--- src/rtl/lsu_pkg.sv ---
// rtl/lsu_pkg.sv - shared size encodings, FSM states and lane-mask helper for lsu_split
package lsu_pkg;

    localparam logic [1:0] SZ_BYTE = 2'b00;
    localparam logic [1:0] SZ_HALF = 2'b01;
    localparam logic [1:0] SZ_WORD = 2'b10;

    typedef enum logic [2:0] {
        ST_IDLE,
        ST_REQ0,
        ST_WAIT0,
        ST_REQ1,
        ST_WAIT1,
        ST_RESP
    } lsu_state_e;

    function automatic logic [3:0] lane_mask(input logic [1:0] size);
        case (size)
            SZ_BYTE: return 4'b0001;
            SZ_HALF: return 4'b0011;
            SZ_WORD: return 4'b1111;
            default: return 4'b0000;
        endcase
    endfunction

endpackage

--- src/rtl/lsu_align.sv ---
// rtl/lsu_align.sv - byte-enable/write-lane shifting and load assembly with sign/zero extension
module lsu_align
    import lsu_pkg::*;
(
    input  logic [1:0]  i_size,
    input  logic        i_unsigned,
    input  logic [1:0]  i_off,
    input  logic [31:0] i_wdata,
    input  logic [31:0] i_beat0,
    input  logic [31:0] i_beat1,
    output logic [3:0]  o_be_lo,
    output logic [3:0]  o_be_hi,
    output logic [31:0] o_wdata_lo,
    output logic [31:0] o_wdata_hi,
    output logic [31:0] o_rdata
);

    logic [7:0]  w_be_wide;
    logic [63:0] w_wd_wide;
    logic [31:0] w_rd;

    // The upper halves of the 64-bit shifts are exactly the second-beat lanes.
    assign w_be_wide  = {4'b0000, lane_mask(i_size)} << i_off;
    assign w_wd_wide  = {32'd0, i_wdata} << {i_off, 3'b000};
    assign o_be_lo    = w_be_wide[3:0];
    assign o_be_hi    = w_be_wide[7:4];
    assign o_wdata_lo = w_wd_wide[31:0];
    assign o_wdata_hi = w_wd_wide[63:32];
    assign w_rd       = 32'({i_beat1, i_beat0} >> {i_off, 3'b000});

    always_comb begin
        o_rdata = w_rd;
        case (i_size)
            SZ_BYTE: o_rdata = {{24{~i_unsigned & w_rd[7]}}, w_rd[7:0]};
            SZ_HALF: o_rdata = {{16{~i_unsigned & w_rd[15]}}, w_rd[15:0]};
            default: o_rdata = w_rd;
        endcase
    end

endmodule

--- src/rtl/lsu_split.sv ---
// rtl/lsu_split.sv - multi-cycle load/store unit; LSU_MISALIGN_SPLIT_EN enables two-beat misaligned accesses
module lsu_split
    import lsu_pkg::*;
#(
    parameter int ADDR_WIDTH = 12,
    parameter int DATA_WIDTH = 32
) (
    input  logic                  clk_i,
    input  logic                  rst_i,
    input  logic                  req_valid_i,
    output logic                  req_ready_o,
    input  logic                  req_we_i,
    input  logic [1:0]            req_size_i,
    input  logic                  req_unsigned_i,
    input  logic [31:0]           req_addr_i,
    input  logic [DATA_WIDTH-1:0] req_wdata_i,
    output logic                  resp_valid_o,
    output logic [DATA_WIDTH-1:0] resp_rdata_o,
    output logic                  resp_err_o,
    output logic                  busy_o,
    output logic                  mem_req_o,
    input  logic                  mem_gnt_i,
    output logic                  mem_we_o,
    output logic [3:0]            mem_be_o,
    output logic [ADDR_WIDTH-1:0] mem_addr_o,
    output logic [DATA_WIDTH-1:0] mem_wdata_o,
    input  logic                  mem_rvalid_i,
    input  logic [DATA_WIDTH-1:0] mem_rdata_i
);

    lsu_state_e            r_state, w_next;
    logic                  r_we, r_unsigned, r_err, r_split;
    logic [1:0]            r_size;
    logic [ADDR_WIDTH-1:0] r_addr;
    logic [31:0]           r_wdata, r_beat0, r_beat1;

    logic                  w_accept, w_misaligned, w_addr_oob, w_req_err;
    logic                  w_mem_req, w_hi_beat, w_resp;
    logic [ADDR_WIDTH-1:0] w_word_addr;
    logic [3:0]            w_be_lo, w_be_hi;
    logic [31:0]           w_wdata_lo, w_wdata_hi, w_rdata;

    assign w_accept     = (r_state == ST_IDLE) && req_valid_i;
    assign w_misaligned = ((req_size_i == SZ_HALF) && req_addr_i[0]) ||
                          ((req_size_i == SZ_WORD) && (req_addr_i[1:0] != 2'b00));
    assign w_addr_oob   = (req_addr_i >> ADDR_WIDTH) != 32'd0;
`ifdef LSU_MISALIGN_SPLIT_EN
    assign w_req_err    = (req_size_i == 2'b11) || w_addr_oob;
`else
    assign w_req_err    = (req_size_i == 2'b11) || w_addr_oob || w_misaligned;
`endif

    always_ff @(posedge clk_i) begin
        if (rst_i) begin
            r_state    <= ST_IDLE;
            r_we       <= 1'b0;
            r_unsigned <= 1'b0;
            r_err      <= 1'b0;
            r_split    <= 1'b0;
            r_size     <= 2'b00;
            r_addr     <= '0;
            r_wdata    <= 32'd0;
            r_beat0    <= 32'd0;
            r_beat1    <= 32'd0;
        end else begin
            r_state <= w_next;
            if (w_accept) begin
                r_we       <= req_we_i;
                r_unsigned <= req_unsigned_i;
                r_size     <= req_size_i;
                r_addr     <= req_addr_i[ADDR_WIDTH-1:0];
                r_wdata    <= req_wdata_i;
                r_err      <= w_req_err;
                r_split    <= w_misaligned && !w_req_err;
                r_beat0    <= 32'd0;
                r_beat1    <= 32'd0;
            end
            if ((r_state == ST_WAIT0) && mem_rvalid_i) r_beat0 <= mem_rdata_i;
            if ((r_state == ST_WAIT1) && mem_rvalid_i) r_beat1 <= mem_rdata_i;
        end
    end

    always_comb begin
        w_next    = r_state;
        w_mem_req = 1'b0;
        w_hi_beat = 1'b0;
        w_resp    = 1'b0;
        case (r_state)
            ST_IDLE:  if (req_valid_i) w_next = w_req_err ? ST_RESP : ST_REQ0;
            ST_REQ0: begin
                w_mem_req = 1'b1;
                if (mem_gnt_i) w_next = ST_WAIT0;
            end
            ST_WAIT0: if (mem_rvalid_i) w_next = r_split ? ST_REQ1 : ST_RESP;
`ifdef LSU_MISALIGN_SPLIT_EN
            ST_REQ1: begin
                w_mem_req = 1'b1;
                w_hi_beat = 1'b1;
                if (mem_gnt_i) w_next = ST_WAIT1;
            end
            ST_WAIT1: if (mem_rvalid_i) w_next = ST_RESP;
`endif
            ST_RESP: begin
                w_resp = 1'b1;
                w_next = ST_IDLE;
            end
            default:  w_next = ST_IDLE;
        endcase
    end

    lsu_align u_align (
        .i_size     (r_size),
        .i_unsigned (r_unsigned),
        .i_off      (r_addr[1:0]),
        .i_wdata    (r_wdata),
        .i_beat0    (r_beat0),
        .i_beat1    (r_beat1),
        .o_be_lo    (w_be_lo),
        .o_be_hi    (w_be_hi),
        .o_wdata_lo (w_wdata_lo),
        .o_wdata_hi (w_wdata_hi),
        .o_rdata    (w_rdata)
    );

    // Second beat wraps at the top of the address space by plain modular addition.
    assign w_word_addr  = {r_addr[ADDR_WIDTH-1:2], 2'b00};
    assign req_ready_o  = (r_state == ST_IDLE);
    assign busy_o       = (r_state != ST_IDLE);
    assign mem_req_o    = w_mem_req;
    assign mem_we_o     = w_mem_req & r_we;
    assign mem_addr_o   = !w_mem_req ? '0 : (w_hi_beat ? w_word_addr + ADDR_WIDTH'(4) : w_word_addr);
    assign mem_be_o     = !w_mem_req ? 4'b0000 : (w_hi_beat ? w_be_hi : w_be_lo);
    assign mem_wdata_o  = !w_mem_req ? 32'd0 : (w_hi_beat ? w_wdata_hi : w_wdata_lo);
    assign resp_valid_o = w_resp;
    assign resp_err_o   = w_resp & r_err;
    assign resp_rdata_o = (w_resp && !r_we && !r_err) ? w_rdata : 32'd0;

endmodule

--- config.mk ---
export PLATFORM = sky130hd
export DESIGN_NAME = lsu_split
export DESIGN_NICKNAME = d
export VERILOG_FILES = /design/src/rtl/lsu_pkg.sv /design/src/rtl/lsu_align.sv /design/src/rtl/lsu_split.sv
export SDC_FILE = /design/constraint.sdc
export NUM_CORES = 1
export LEC_CHECK = 0
export BUFFER_PORTS_ARGS = -buffer_cell sky130_fd_sc_hd__buf_4
export CAP_MARGIN = 5
export CORE_ASPECT_RATIO = 0.9
export CORE_MARGIN = 2
export CORE_UTILIZATION = 55
export DETAILED_ROUTE_END_ITERATION = 12
export HOLD_SLACK_MARGIN = 0.15
export PLACE_DENSITY_LB_ADDON = 0.12
export SLEW_MARGIN = 20
export SYNTH_ARGS = -nofsm -noshare
export SYNTH_HDL_FRONTEND = slang
export SYNTH_HIERARCHICAL = 1
export SYNTH_SLANG_ARGS = --single-unit
--- constraint.sdc ---
create_clock -name clk_i -period 5.7 [get_ports clk_i]
set_input_delay 1.14 -clock clk_i [delete_from_list [all_inputs] [get_ports clk_i]]
set_output_delay 1.14 -clock clk_i [all_outputs]
set_load 0.005 [all_outputs]
==> summary.md <==
| Metric | Value |
|---|---|
| Status | `completed` |
| Hold WC Path Type | `reg2reg` |
| Critical Path Start | `r_addr[0]` |
| Layout cells sized above 1 | `29.5%` |
| Postcts setup bufs | `0` |
| CTS clk-pin slew, worst paths | `80 ps` |
| DP Cell Count | `1,008` |
| Synth warn | `6` |
| Hold_ws | `456 ps` |
| Placer Congestion | `0.874` |
| Drt total wl | `17.7 mm` |
| CP Data Required Time | `4560 ps` |
| Initial antenna violation count | `0` |
| Post-DP HPWL | `12.4 mm` |
| Pin count of the biggest net entering global routing | `110` |
| PwrDens | `225 nW/um^2` |
| H-tree levels | `3` |
| Arr. time, crit path | `3100 ps` |
| Slew headroom | `31.2%` |
| Via count | `5,904` |
| Total track usage | `28.8%` |
| Post-cts resize count | `0` |
| Startpoint Class | `flip-flop` |
| Final Cycle Share | `74.5%` |
| Slew Viols, Final | `0` |
| Ant diodes | `0` |
| Maximum VDD drop | `219 uV` |
| Fill cell count | `887` |
| CP Cell Sequence | `mux2_4 -> a32oi_2 -> o311ai_0 -> and2_1 -> buf_4` |
| Hold-fix buffers at CTS | `0` |
| CP delay by family, top | `flip-flops` |
| Number of global-route vias before repair | `5,387` |
| Nets | `976` |
| TritonCTS clock tree | `yes` |
| Multi-input logic area | `3620 um^2` |
| Crit path max fanout | `64` |
| Layout area overhead | `26.1%` |
| Core area | `10,900 um^2` |
| Row count | `36` |
| Clock Sinks | `109` |
| Final setup viols | `0` |
| Post-DR wirelength/cell | `17.3 um` |
| Non-filler cells, final | `1,024` |
| Slowest stage delay, CP | `1030 ps` |
| Setup Crit Path Kind | `reg2out` |
| Fin crit period | `4240 ps` |
| Placed cell area | `7520 um^2` |
| Die Y | `105 um` |
| Initial detailed-routing violation count | `551` |
| Clock Tree Root | `clkbuf_16` |
| FF-to-FF Start | `r_state[1]` |
| 1st-pass router iterations | `6` |
| Finished Core Util | `71.7%` |
| RSZ-0062 raised after global routing | `no` |
| Residual DRC | `0` |
| Mean Syn Cell Area | `8.48 um^2` |
| Count of max-cap constraint violations | `0` |
| Vias per inst | `5.77` |
| Grt total ovfl | `0` |
| Worst-margin pin slew | `1030 ps` |
| Die area | `12,100 um^2` |
| Clock tree buffer depth | `2` |
| WP buf/inv | `1` |
| Syn Std Cell Area | `6200 um^2` |
| Slowest-stage cell, CP | `dfxtp_4` |
| Port Buf Inserts | `188` |
| Post-Syn Instances | `731` |
| Initial Utilization | `56.9%` |
| I/O Pins | `191` |
| Crit. End Element | `primary output` |
| Setup Skew | `6.65 ps` |
| Final Hold Viols | `0` |
| Clock Latency Late Sink | `350 ps` |
| Final instance area | `7820 um^2` |
| Number of buffers created by CTS | `9` |
| Routed Antenna Nets | `0` |
| Leak | `3.30 nW` |
| Final TNS setup | `0 ps` |
| Hold Path Origin | `r_addr[9]` |
| Fmax | `236 MHz` |
| FF/Latch Area | `2190 um^2` |
| Global-route wire length before repair | `27.9 mm` |
| Die Span X | `116 um` |
[cell usage in the layout, fill, tap and decap left out, types with 13 or more instances in the layout]
master,instances
nand3_1,15
a21oi_1,51
nor2_1,77
a22oi_1,56
and2_1,88
mux4_2,26
dfxtp_1,107
buf_4,195
nand2_1,119
mux2i_1,37
o21ai_0,13
inv_1,13
[worst min-delay path, stage by stage (launching register included)]
cell,delay (ps)
dfxtp_1,310
nand2_1,50
a21oi_1,50
[sequential cells by signal (all words and copies together) (netlist names)]
register / cells
r_err: 1
r_beat0: 32
r_split: 1
r_addr: 12
r_wdata: 32
r_we: 1
r_beat1: 24
r_unsigned: 1
r_size: 2
r_state: 3
[metal layers]
| layer | GRT usage [%] | wire length, um | vias up |
|---|---|---|---|
| met5 | 0 | 0 | - |
| met4 | 4.76 | 238 | 0 |
| met3 | 6.21 | 1810 | 19 |
| met2 | 42.9 | 8040 | 297 |
| met1 | 43.7 | 7640 | 2809 |
| li1 | - | - | 2779 |
[final timing paths]
kind                      end  slack, ps  depth (start not counted)
max          resp_rdata_o[23]       1460                          5
min                 r_addr[9]        460                          2
max reg2reg        r_wdata[4]       3580                          3
min reg2reg         r_addr[9]        460                          2
[final cells by class]
cell class	count	share of cell area, %
Multi-Input combinational cell	537	46.4
Sequential cell	109	28.0
Timing Repair Buffer	196	18.9
Clock buffer	11	3.11
Tap cell	152	2.43
Inverter	14	0.672
Clock inverter	5	0.560
[stage by stage]
stage                     setup slack (ps)  total power [mW]
final                                 1460              1.76
after global routing                  1130              1.83
after CTS                             1450              1.76
after detailed placement              1820              1.16
after global placement                1890              1.16
after floorplan                       3100              1.04
[power breakdown]
part | total [mW] | internal (mW) | leakage [nW] | switching (mW)
logic | 0.309 | 0.145 | 2.28 | 0.164
clock network | 0.602 | 0.314 | 0.134 | 0.288
registers | 0.844 | 0.795 | 0.888 | 0.0485
Note: power is estimated with default switching activity, not from simulation.
